### src/rtl/dw_asymfifo_rd_unpack.sv
// Read-side width down-converter: pops wide words from a fall-through FIFO and
// presents each one to a narrow consumer as K sub-words, zero latency.
module dw_asymfifo_rd_unpack #(
  parameter int in_width   = 32,
  parameter int out_width  = 8,
  parameter int byte_order = 0,
  parameter int err_mode   = 0
) (
  input  logic                 clk,
  input  logic                 rst_n,
  input  logic                 fifo_empty,
  input  logic [in_width-1:0]  fifo_rd_data,
  output logic                 fifo_pop_n,
  input  logic                 pop_req_n,
  input  logic                 flush_n,
  output logic [out_width-1:0] data_out,
  output logic                 empty,
  output logic                 part_rd,
  output logic                 error
);

  localparam int k     = in_width / out_width;
  localparam int idx_w = (k > 1) ? $clog2(k) : 1;
  localparam logic [idx_w-1:0] last_idx = idx_w'(k - 1);

  typedef enum logic {IDLE = 1'b0, HOLDING = 1'b1} state_t;

  state_t                state;
  logic [in_width-1:0]   hold_q;
  logic [idx_w-1:0]      idx;
  logic                  err_q;

  logic                  hold_v;
  logic                  accept;
  logic                  underflow;
  logic [in_width-1:0]   src;
  logic [out_width-1:0]  sub_words [k];

  assign hold_v    = (state == HOLDING);
  assign src       = hold_v ? hold_q : fifo_rd_data;
  assign empty     = !hold_v && fifo_empty;
  assign part_rd   = hold_v;
  assign accept    = !pop_req_n && flush_n && !empty;
  assign underflow = !pop_req_n && flush_n && empty;
  // Upstream is popped only on the first sub-word, when the word is captured.
  assign fifo_pop_n = !(accept && !hold_v);
  assign error      = err_q;

  genvar gi;
  generate
    for (gi = 0; gi < k; gi++) begin : g_sub
      if (byte_order == 0) begin : g_msb_first
        assign sub_words[gi] = src[in_width-1-gi*out_width -: out_width];
      end else begin : g_lsb_first
        assign sub_words[gi] = src[gi*out_width +: out_width];
      end
    end
  endgenerate

  // idx is always 0 when idle, so the fall-through head shows its first sub-word.
  assign data_out = sub_words[idx];

  always_ff @(posedge clk or negedge rst_n) begin
    if (!rst_n) begin
      state  <= IDLE;
      hold_q <= '0;
      idx    <= '0;
    end else if (!flush_n) begin
      state <= IDLE;
      idx   <= '0;
    end else if (accept) begin
      if (!hold_v) begin
        state  <= HOLDING;
        hold_q <= fifo_rd_data;
        idx    <= idx_w'(1);
      end else if (idx == last_idx) begin
        state <= IDLE;
        idx   <= '0;
      end else begin
        idx <= idx + idx_w'(1);
      end
    end
  end

  always_ff @(posedge clk or negedge rst_n) begin
    if (!rst_n) begin
      err_q <= 1'b0;
    end else if (err_mode == 0) begin
      if (underflow) err_q <= 1'b1;
    end else begin
      err_q <= underflow;
    end
  end

endmodule

### config.mk
export PLATFORM = sky130hd
export DESIGN_NAME = dw_asymfifo_rd_unpack
export DESIGN_NICKNAME = d
export VERILOG_FILES = /design/src/rtl/dw_asymfifo_rd_unpack.sv
export SDC_FILE = /design/constraint.sdc
export NUM_CORES = 1
export LEC_CHECK = 0
export ABC_AREA = 1
export BUFFER_PORTS_ARGS = -buffer_cell sky130_fd_sc_hd__buf_2
export CAP_MARGIN = 20
export CORE_ASPECT_RATIO = 0.9
export CORE_MARGIN = 8
export CORE_UTILIZATION = 30
export DETAILED_ROUTE_END_ITERATION = 16
export PLACE_DENSITY = 0.54
export SYNTH_ARGS = -nofsm -noshare
export SYNTH_HDL_FRONTEND = slang
export SYNTH_SLANG_ARGS = --single-unit
### constraint.sdc
create_clock -name clk -period 1.1 [get_ports clk]
set_clock_uncertainty 0.05 [all_clocks]
set_input_delay 0.11 -clock clk [delete_from_list [all_inputs] [get_ports clk]]
set_output_delay 0.11 -clock clk [all_outputs]
set_load 0.01 [all_outputs]
==> flow_metrics.py <==
metrics = {
    "power_and_ir_drop": {
        "pwr-share-comb_pct": 29.0,
        "sum_of_internal_switching_and_leakage_power_mw": 4.75,
        "total_switching_power_mw": 1.43,
        "power.leakage_nw": 1.90,
        "total_power_density_per_cell_area_mw_per_mm2": 1340,
        "p_sw_share_pct": 30.0,
        "vdd.ir_drop.worst_mv": 0.726,
        "clkPwrFrac_pct": 35.2,
        "relative_contribution_of_sequential_cells_to_total_power_pct": 35.8,
        "intPower_mw": 3.33,
    },
    "worst_hold_path": {
        "hold_path_cells": 3,
        "min-delay-path-class": "input pin to register",
        "hold-path-endpoint": "idx[0]",
        "hp-start": "pop_req_n",
    },
    "synthesis": {
        "count_of_mapped_cells_out_of_synthesis": 324,
        "syn_nets": 362,
        "yosys.cell_types.count": 20,
        "synth_warnings": 0,
        "post_synthesis_cell_area_mm2": 0.00213,
        "ys_seq_area_share_pct": 42.2,
        "yosys_register_bits": 36,
        "synthesis.area_per_instance_um2": 6.59,
    },
    "worst_setup_path": {
        "critical_path.n_buffers_inverters": 4,
        "r2r_start": "part_rd",
        "crit_path_end_kind": "primary output",
        "worst_setup_path_startpoint": "part_rd",
        "worstPathCellList": "buf_12 -> buf_8 -> clkinv_8 -> nand2_4 -> nand3_2 -> nand3_2 -> nand2_2 -> buf_6",
        "arrival_ns": 1.50,
        "critPathMaxStageDelay_ns": 0.42,
        "worst_setup_path_start_kind": "register",
        "critPathKind": "register to primary output",
        "worst_path_max_delay_cell": "sky130_fd_sc_hd__dfrtp_2",
        "peak_fanout_along_the_critical_path": 6,
        "crit_path_frequent_cell": "sky130_fd_sc_hd__nand3_2",
        "reg2reg_depth": 8,
        "reg2reg_to": "hold_q[14]",
        "timing.reg2reg.setup_slack_ns": -0.50,
        "critPathTopFamily": "buffers and inverters",
        "critical_path_required_ns": 0.94,
    },
    "cells_and_area": {
        "num-nets-final": 450,
        "design_area_mm2": 0.00354,
        "layout.cells.most_common_list": "sky130_fd_sc_hd__nand2_1 (171), sky130_fd_sc_hd__buf_2 (38), sky130_fd_sc_hd__nand3_2 (37), sky130_fd_sc_hd__dfrtp_1 (35)",
        "final_common_cell": "sky130_fd_sc_hd__nand2_1",
        "final-instance-count-excl-fill": 506,
        "antenna_cells_inserted": 0,
        "layout_area_overhead_pct": 65.9,
        "num-fill-cells": 681,
        "post_route_cells_drive_above_1_share_pct": 44.8,
        "finalCoreUtilization_pct": 50.8,
    },
    "clock_tree": {
        "cts.root.buffer_cell": "sky130_fd_sc_hd__clkbuf_8",
        "ctsHtreeMaxLevel": 2,
        "tritoncts.num_buffers": 5,
        "clock_latency_ns": 0.29,
        "count_of_clock_tree_sinks": 36,
        "cts_max_path_buffers": 2,
        "clk_pin_slew_worst_paths_ns": 0.08,
        "tritoncts": "built",
    },
    "drt": {
        "vias": 2375,
        "via_density_per_instance": 4.69,
        "drt_iter0_drc": 104,
        "wirelength_um": 7830,
        "remaining_drc_errors": 0,
        "first_pass_iters": 4,
        "drtAntennaViolNets": 0,
        "route.detailed.wl_per_inst_um": 15.5,
    },
    "die": {
        "die_w_um": 105,
        "core_area_mm2": 0.00697,
        "boundary_pin_count": 49,
        "die_h_um": 96.0,
        "initial_utilization_pct": 30.6,
        "standard_cell_row_count": 29,
        "fp.dieArea_mm2": 0.0101,
    },
    "run": {
        "maxCapViolCount": 0,
    },
    "timing": {
        "timing.slew.headroom_pct": 85.6,
        "timing.final.max_slew_violations": 0,
        "setup_viol": 47,
        "period_share_pct": 151,
        "grt_setup_unrepaired": "yes",
        "worst-slew-pin-transition_ns": 0.216,
        "fmaxAchievable_mhz": 601,
        "timing.final.crit_period_ns": 1.66,
        "finalHoldViolations": 0,
        "fin_setup_tns_ns": -19.44,
        "setup_ws_ns": -0.564,
        "worst_hold_slack_ns": 0.0666,
    },
    "place": {
        "numPlacedInstances": 484,
        "dpl_worst_slack_ns": -0.309,
        "place.port_buffers": 48,
        "placed_area_mm2": 0.00280,
        "globalplace.congestion": 0.742,
        "place_hpwl_um": 4810,
    },
    "global_route": {
        "grt_pass1_wl_um": 11900,
        "grt_pass1_vias": 2354,
        "antenna_found_initial": 0,
        "maximum_number_of_pins_on_one_net_before_global_route_repair": 37,
        "grt_usage_pct": 15.1,
        "global_route.overflow_total": 0,
    },
    "status": {
        "outcome": "finished, violations left",
        "failed_checks": "setup timing",
    },
}
==> area by class of cell <==
class                           instances  area (µm²)  area share, %
Multi-Input combinational cell        266        1430           40.4
Clock inverter                          3        90.1           2.54
Timing Repair inverter                  3        48.8           1.38
Clock buffer                            5        68.8           1.94
Timing Repair Buffer                   95         848           24.0
Inverter                                5        35.0          0.989
Tap cell                               93         116           3.29
Sequential cell                        36         902           25.5
==> layer usage <==
metal	GRT usage (%)	up-vias	wire [µm]
li1	-	1198	-
met1	19.8	1110	3700
met2	24.6	59	3670
met3	3.15	8	354
met4	4.51	0	106
met5	0	-	0
==> flip-flops by register name (all words and copies together) (netlist names) <==
signal   count
hold_q      32
part_rd      1
idx          2
error        1
==> worst reg2reg max path, stage by stage (launching register included) <==
cell	delay, ns
sky130_fd_sc_hd__dfrtp_2	0.42
sky130_fd_sc_hd__buf_12	0.17
sky130_fd_sc_hd__buf_8	0.13
sky130_fd_sc_hd__clkinv_8	0.09
sky130_fd_sc_hd__nand2_2	0.10
sky130_fd_sc_hd__nand3_4	0.13
sky130_fd_sc_hd__bufbuf_16	0.31
sky130_fd_sc_hd__nand2_1	0.06
sky130_fd_sc_hd__nand2_1	0.05
==> kinds of logic after synthesis <==
group           share of synthesized area [%]
fa+ha+maj                               0.586
simple gates                             50.1
compound gates                          0.820
flops                                    42.2
buf+inv                                  6.33
==> cells in the mapped netlist <==
cell type | count | area (µm²)
sky130_fd_sc_hd__nand2_1 | 207 | 777
sky130_fd_sc_hd__nand3_1 | 49 | 245
sky130_fd_sc_hd__dfrtp_1 | 36 | 901
sky130_fd_sc_hd__buf_2 | 10 | 50.1
sky130_fd_sc_hd__buf_6 | 4 | 45.0
sky130_fd_sc_hd__inv_1 | 3 | 11.3
sky130_fd_sc_hd__buf_4 | 2 | 15.0
sky130_fd_sc_hd__a21oi_1 | 1 | 5.00
sky130_fd_sc_hd__clkbuf_1 | 1 | 3.75
sky130_fd_sc_hd__ha_1 | 1 | 12.5
sky130_fd_sc_hd__inv_2 | 1 | 3.75
sky130_fd_sc_hd__inv_4 | 1 | 6.26
sky130_fd_sc_hd__nand2_2 | 1 | 6.26
sky130_fd_sc_hd__nand3_2 | 1 | 10.0
sky130_fd_sc_hd__nand3b_1 | 1 | 7.51
sky130_fd_sc_hd__nor2_2 | 1 | 6.26
sky130_fd_sc_hd__nor2_4 | 1 | 11.3
sky130_fd_sc_hd__nor3_1 | 1 | 5.00
sky130_fd_sc_hd__o21ai_0 | 1 | 5.00
sky130_fd_sc_hd__o21bai_1 | 1 | 7.51
==> worst max path at each step <==
stage	end	slack, ns	cells after the start
4_1_cts	data_out[6]	-0.58	7
6_report	data_out[2]	-0.56	8
3_3_place_gp	data_out[3]	-0.27	6
5_1_grt	data_out[6]	-0.63	8
2_1_floorplan	data_out[0]	-0.09	7
3_5_place_dp	hold_q[21]	-0.31	7
==> power groups by stage <==
stage	clock network [mW]	registers [mW]	logic (mW)
2_1_floorplan	0	1.67	0.670
3_3_place_gp	0	1.71	1.02
3_5_place_dp	0	1.70	1.04
4_1_cts	1.71	1.69	1.12
5_1_grt	1.76	1.73	1.53
6_report	1.67	1.70	1.38
==> repair_timing <==
| action | 4_1_cts | 5_1_grt |
|---|---|---|
| endpoints found under the hold margin | 36 | 0 |
| cloned | 4 | 2 |
| pin swaps | 0 | 21 |
| hold buffers | 1 | 0 |
| setup endpoints to repair | 46 | 47 |
| buffers inserted | 2 | 6 |
| gates resized for setup | 16 | 86 |
No activity file was read; power rests on OpenSTA's default activity.
